===== config.mk =====
export PLATFORM = sky130hd
export DESIGN_NAME = row_sched_flat
export DESIGN_NICKNAME = d
export VERILOG_FILES = /design/src/rtl/row_sched_if.sv /design/src/rtl/row_sched.sv /design/src/flat_wrapper.sv
export SDC_FILE = /design/constraint.sdc
export NUM_CORES = 1
export LEC_CHECK = 0
export ABC_CLOCK_PERIOD_IN_PS = 2250
export CAP_MARGIN = 25
export CORE_UTILIZATION = 51
export CTS_BUF_LIST = sky130_fd_sc_hd__clkbuf_8
export CTS_CLUSTER_SIZE = 16
export DETAILED_ROUTE_END_ITERATION = 8
export GPL_ROUTABILITY_DRIVEN = 1
export GPL_TIMING_DRIVEN = 1
export PLACE_DENSITY = 0.77
export SLEW_MARGIN = 20
export SYNTH_ARGS = -nofsm -noshare
export SYNTH_HDL_FRONTEND = slang
export SYNTH_SLANG_ARGS = --single-unit

===== constraint.sdc =====
create_clock -name clk -period 2.25 [get_ports clk]
set_input_delay 0.225 -clock clk [delete_from_list [all_inputs] [get_ports clk]]
set_output_delay 0.225 -clock clk [all_outputs]
set_load 0.02 [all_outputs]

===== src/rtl/row_sched_if.sv =====
// rtl/row_sched_if.sv - beat handshake and row status bundle between datapath controller and row scheduler
interface row_sched_if;
  logic [2:0] mast_state;
  logic [2:0] slav_state;
  logic       beat_valid;
  logic       beat_ready;
  logic       sl_top_done;
  logic       sl_mid_done;
  logic       sl_bott_done;
  logic       flag_fsld_end;
  logic       flag_base_end;
  logic [8:0] now_of_row;

  modport master (
    output mast_state, slav_state, beat_valid,
    input  beat_ready, sl_top_done, sl_mid_done, sl_bott_done,
    input  flag_fsld_end, flag_base_end, now_of_row
  );

  modport slave (
    input  mast_state, slav_state, beat_valid,
    output beat_ready, sl_top_done, sl_mid_done, sl_bott_done,
    output flag_fsld_end, flag_base_end, now_of_row
  );
endinterface


===== src/rtl/row_sched.sv =====
// rtl/row_sched.sv - counts accepted beats per phase, emits phase-end pulses and tracks the current row
module row_sched #(
  parameter int FSLD_LEN      = 16,
  parameter int TOP_LEN       = 3,
  parameter int MID_LEN       = 3,
  parameter int BOTT_LEN      = 3,
  parameter int NUM_BASE_ROWS = 4
) (
  input  logic        clk,
  input  logic        reset,
  row_sched_if.slave  bus
);
  localparam logic [2:0] M_IDLE = 3'd0;
  localparam logic [2:0] M_LEFT = 3'd1;
  localparam logic [2:0] M_BASE = 3'd2;
  localparam logic [2:0] M_RGHT = 3'd3;
  localparam logic [2:0] M_FSLD = 3'd7;
  localparam logic [2:0] S_TOP  = 3'd1;
  localparam logic [2:0] S_MID  = 3'd2;
  localparam logic [2:0] S_BOTT = 3'd3;

  localparam logic [15:0] FSLD_M1 = 16'(FSLD_LEN - 1);
  localparam logic [15:0] TOP_M1  = 16'(TOP_LEN - 1);
  localparam logic [15:0] MID_M1  = 16'(MID_LEN - 1);
  localparam logic [15:0] BOTT_M1 = 16'(BOTT_LEN - 1);
  localparam logic [8:0]  ROW_MAX = 9'd511;
  localparam logic [8:0]  BASE_LAST = 9'(NUM_BASE_ROWS);

  logic [15:0] r_beat_cnt;
  logic [8:0]  r_now_of_row;
  logic [2:0]  r_mast_q;
  logic [2:0]  r_slav_q;

  logic        w_row_mast;
  logic        w_slav_act;
  logic        w_ready;
  logic        w_acc;
  logic        w_state_chg;
  logic [15:0] w_cnt_eff;
  logic [15:0] w_len_m1;
  logic        w_last;
  logic        w_fsld;
  logic        w_bott_done;

  assign w_row_mast = (bus.mast_state == M_LEFT) || (bus.mast_state == M_BASE) ||
                      (bus.mast_state == M_RGHT);
  assign w_slav_act = (bus.slav_state == S_TOP) || (bus.slav_state == S_MID) ||
                      (bus.slav_state == S_BOTT);
  assign w_fsld     = (bus.mast_state == M_FSLD);
  assign w_ready    = w_fsld || (w_row_mast && w_slav_act);
  assign w_acc      = bus.beat_valid && w_ready;

  // A state change seen against the registered copies means the old phase is gone:
  // the count restarts from zero, and a beat accepted in that same cycle is the new phase's first.
  assign w_state_chg = (bus.mast_state != r_mast_q) || (bus.slav_state != r_slav_q);
  assign w_cnt_eff   = w_state_chg ? 16'd0 : r_beat_cnt;

  always_comb begin
    w_len_m1 = TOP_M1;
    if (w_fsld) begin
      w_len_m1 = FSLD_M1;
    end else begin
      case (bus.slav_state)
        S_MID:   w_len_m1 = MID_M1;
        S_BOTT:  w_len_m1 = BOTT_M1;
        default: w_len_m1 = TOP_M1;
      endcase
    end
  end

  assign w_last      = w_acc && (w_cnt_eff == w_len_m1);
  assign w_bott_done = w_last && !w_fsld && (bus.slav_state == S_BOTT);

  assign bus.beat_ready    = w_ready;
  assign bus.flag_fsld_end = w_last && w_fsld;
  assign bus.sl_top_done   = w_last && !w_fsld && (bus.slav_state == S_TOP);
  assign bus.sl_mid_done   = w_last && !w_fsld && (bus.slav_state == S_MID);
  assign bus.sl_bott_done  = w_bott_done;
  assign bus.flag_base_end = (bus.mast_state == M_BASE) && (r_now_of_row == BASE_LAST);
  assign bus.now_of_row    = r_now_of_row;

  always_ff @(posedge clk or negedge reset) begin
    if (!reset) begin
      r_beat_cnt   <= 16'd0;
      r_now_of_row <= 9'd0;
      r_mast_q     <= 3'd0;
      r_slav_q     <= 3'd0;
    end else begin
      r_mast_q <= bus.mast_state;
      r_slav_q <= bus.slav_state;

      if (bus.mast_state == M_IDLE || w_last) begin
        r_beat_cnt <= 16'd0;
      end else if (w_acc) begin
        r_beat_cnt <= w_cnt_eff + 16'd1;
      end else begin
        r_beat_cnt <= w_cnt_eff;
      end

      if (bus.mast_state == M_IDLE || w_fsld) begin
        r_now_of_row <= 9'd0;
      end else if (w_bott_done && r_now_of_row != ROW_MAX) begin
        r_now_of_row <= r_now_of_row + 9'd1;
      end
    end
  end
endmodule


===== src/flat_wrapper.sv =====
// flat-port wrapper written by rule: the top's interface ports become plain ports
module row_sched_flat 
#(
  parameter int FSLD_LEN      = 16,
  parameter int TOP_LEN       = 3,
  parameter int MID_LEN       = 3,
  parameter int BOTT_LEN      = 3,
  parameter int NUM_BASE_ROWS = 4
)
  (clk, reset, bus_mast_state, bus_slav_state, bus_beat_valid, bus_beat_ready, bus_sl_top_done, bus_sl_mid_done, bus_sl_bott_done, bus_flag_fsld_end, bus_flag_base_end, bus_now_of_row);
  row_sched_if bus_i ();
  input  logic clk;
  input  logic reset;
  input wire logic [$bits(bus_i.mast_state)-1:0] bus_mast_state;
  input wire logic [$bits(bus_i.slav_state)-1:0] bus_slav_state;
  input wire logic [$bits(bus_i.beat_valid)-1:0] bus_beat_valid;
  output wire logic [$bits(bus_i.beat_ready)-1:0] bus_beat_ready;
  output wire logic [$bits(bus_i.sl_top_done)-1:0] bus_sl_top_done;
  output wire logic [$bits(bus_i.sl_mid_done)-1:0] bus_sl_mid_done;
  output wire logic [$bits(bus_i.sl_bott_done)-1:0] bus_sl_bott_done;
  output wire logic [$bits(bus_i.flag_fsld_end)-1:0] bus_flag_fsld_end;
  output wire logic [$bits(bus_i.flag_base_end)-1:0] bus_flag_base_end;
  output wire logic [$bits(bus_i.now_of_row)-1:0] bus_now_of_row;
  assign bus_i.mast_state = bus_mast_state;
  assign bus_i.slav_state = bus_slav_state;
  assign bus_i.beat_valid = bus_beat_valid;
  assign bus_beat_ready = bus_i.beat_ready;
  assign bus_sl_top_done = bus_i.sl_top_done;
  assign bus_sl_mid_done = bus_i.sl_mid_done;
  assign bus_sl_bott_done = bus_i.sl_bott_done;
  assign bus_flag_fsld_end = bus_i.flag_fsld_end;
  assign bus_flag_base_end = bus_i.flag_base_end;
  assign bus_now_of_row = bus_i.now_of_row;
  row_sched #(.FSLD_LEN(FSLD_LEN), .TOP_LEN(TOP_LEN), .MID_LEN(MID_LEN), .BOTT_LEN(BOTT_LEN), .NUM_BASE_ROWS(NUM_BASE_ROWS)) u_core (.clk(clk), .reset(reset), .bus(bus_i));
endmodule

==> qor.yml <==
run_status: "complete, but fails checks"
violations: "setup timing"
worst_pin_slew_ns: 0.400
postSynthAreaPerCell_um2: 9.16
critPathMaxFanout: 4
grt.met3_usage_pct: 6.09
fin_cells: 325
ios: 24
hold_ws_ns: 0.312
ys_ff_latch: 31
ctsLongestPathBuffers: 2
grt_use_met2_pct: 50.5
finalNetCount: 291
powerDensity_nw_per_um2: 473
rsz0062_at_grt: "yes"
fp.dieH_um: 61.2
multiInputGateArea_um2: 1090
ant_nets: 0
yosysTopAreaCell: "dfrtp_1"
cts.htree.levels: 2
insertion_delay_ns: 0.29
hpwl_mm: 3.41
synth_area_leaders: "dfrtp_1 43%, xor2_1 6.9%, nor2_1 5.7%, xnor2_1 4.4%, nand3_1 3.9%"
vias: 1839
numPortBuffers: 23
antennaDiodeCount: 0
p_leak_nw: 1.22
peakVddDrop_uv: 436
wl_per_cell_um: 16.7
synth.most_common_cell: "dfrtp_1"
cap_violations: 0
slew_headroom_pct: 73.0
grt_max_degree: 32
first_pass_iters: 4
row_count: 21
synth_fp_nets: 208
cts_tree: "built"
dp_slack_ns: -0.593
clock-sinks: 31
syn_area_um2: 1790
fp.dieW_um: 61.2
coreArea_um2: 3340
grt.busiest_layer: "met2"
async_flop_share_pct: 100
drt_iter0_drc: 96
max_freq_ghz: 0.398
seq_area_um2: 778
hold_violations: 0
slew_viol_final: 0
cts.clk_slew.worst_paths_ns: 0.07
grt_pass1_wl_mm: 7.82
synth_warnings: 0
antenna_found_initial: 0
initial_core_util_pct: 53.5
endpoint_kind: "output port"
synthTopCellsByCount: "31 x dfrtp_1, 27 x nor2_1, 15 x nand2_1"
grt_pass1_vias: 1693
die-area_um2: 3740
setup_slack_ns: -0.261
ys_types: 33
cpPeakStageDelay_ns: 0.56
cts-root-buf: "clkbuf_8"
synth_ff_type: "dfrtp_1"
layout_min_cycle_time_ns: 2.51
drcViolationCount: 0
worstPathCellList: "or4_4 -> nor2_4 -> nand4_1 -> a21o_1 -> nor4_1 -> buf_2"
gp_congestion: 0.959
drive_gt1_share_pct: 34.4
grt_usage_pct: 29.2
setup_violations: 18
fin_crit_sh_pct: 112
cts_buffers: 5
worstHoldPathType: "in2reg"
dp_cells: 308
grt_remaining_overflow: 0
grtUsageMet1_pct: 36.6
synth_top_area_share_pct: 43.4
synth-seq-area-share_pct: 43.4
viasPerCell: 5.66
totalWireLength_mm: 5.42
critPathLaunchType: "flop"
crit_path_top_delay_cell: "or4_4"
tns_ns: -1.43
synth_edf_count: 0
path_class: "reg2out"
skew_ns: 0.00900
fillers: 208
required_ns: 2.03
syn_to_final_growth_pct: 52.1
critPathArrivalTime_ns: 2.29
synthesis.instances: 195
placed cells by master, fill, tap and decap left out, types with 3 or more instances in the layout:
| cell | n |
|---|---|
| clkbuf_8 | 6 |
| buf_4 | 54 |
| buf_2 | 3 |
| dlymetal6s2s_1 | 3 |
| a21oi_1 | 5 |
| o21ai_0 | 3 |
| or3_1 | 4 |
| nand2_1 | 15 |
| clkdlybuf4s50_1 | 14 |
| nand4_1 | 7 |
| and3_1 | 6 |
| nor2_1 | 26 |
| nor4_1 | 7 |
| xnor2_1 | 9 |
| inv_1 | 7 |
| mux2i_1 | 3 |
| nand3_1 | 12 |
| nor3_1 | 5 |
| buf_6 | 3 |
| dfrtp_1 | 29 |
| xor2_1 | 12 |
| nand2b_1 | 3 |
cell type report:
cell class                 count  share of cell area, %
sequential                    31                   28.6
clock inverter                 2                   1.29
inverter                       7                  0.967
clock buffer                   6                   3.04
tap                           46                   2.12
timing repair buffer          79                   23.9
multi-input combinational    154                   40.1
layer usage:
| layer | up-vias | share of wire [%] | wire [um] |
|---|---|---|---|
| met5 | - | 0 | 0 |
| met4 | 0 | 3.4 | 182 |
| met1 | 901 | 41 | 2230 |
| li1 | 859 | - | - |
| met2 | 62 | 51 | 2750 |
| met3 | 17 | 4.8 | 259 |
logic make-up after synthesis:
family	Yosys count	share of synthesized area [%]
compound gates	20	7.98
xor+xnor	23	11.3
fa+ha+maj	4	2.80
buf+inv	10	2.17
flops	31	43.4
mux	3	1.68
simple gates	104	30.7
worst max-delay path: cells and delay by family, from the launching register on:
family | cells | cell delay, ns
AND/OR/NAND/NOR | 4 | 1.10
buffers and inverters | 1 | 0.25
flip-flops | 1 | 0.39
AO/OA/AOI/OAI | 1 | 0.24
path summary, 6_finish.rpt:
path | start | cells past startpoint | slack [ns] | endpoint
max | u_core.r_beat_cnt[5] | 6 | -0.26 | bus_sl_top_done
min | bus_slav_state[2] | 2 | 0.31 | u_core.r_slav_q[2]
max reg2reg | u_core.r_beat_cnt[5] | 10 | -0.08 | u_core.r_beat_cnt[15]
min reg2reg | u_core.bus.now_of_row[7] | 3 | 0.64 | u_core.bus.now_of_row[7]
max in group asynchronous | reset | 2 | 1.60 | u_core.bus.now_of_row[0]
min in group asynchronous | reset | 2 | 0.33 | u_core.r_beat_cnt[0]
power by group:
part / switching (mW) / internal [mW]
logic: 0.0725 / 0.0603
clock network: 0.228 / 0.358
registers: 0.00367 / 0.563
stage by stage:
step           utilization, %  area [um2]  power [mW]
3_3_place_gp             72.7        2420       0.695
6_report                 81.4        2720        1.29
3_5_place_dp             72.7        2420       0.698
5_1_grt                  81.4        2720        1.33
2_1_floorplan               -        1800       0.619
4_1_cts                  77.2        2580        1.28
registers in the layout, indices dropped and copies added (netlist names):
signal,flops
u_core.r_slav_q,3
u_core.r_beat_cnt,16
u_core.bus.now_of_row,9
u_core.r_mast_q,3
what timing repair did:
item / 4_1_cts / 5_1_grt
pin swaps: 6 / 14
buffers inserted: 3 / 6
hold buffers: 0 / 0
endpoints found under the setup margin: 15 / 30
gates resized for setup: 30 / 24
Note: power is estimated with default switching activity, not from simulation.
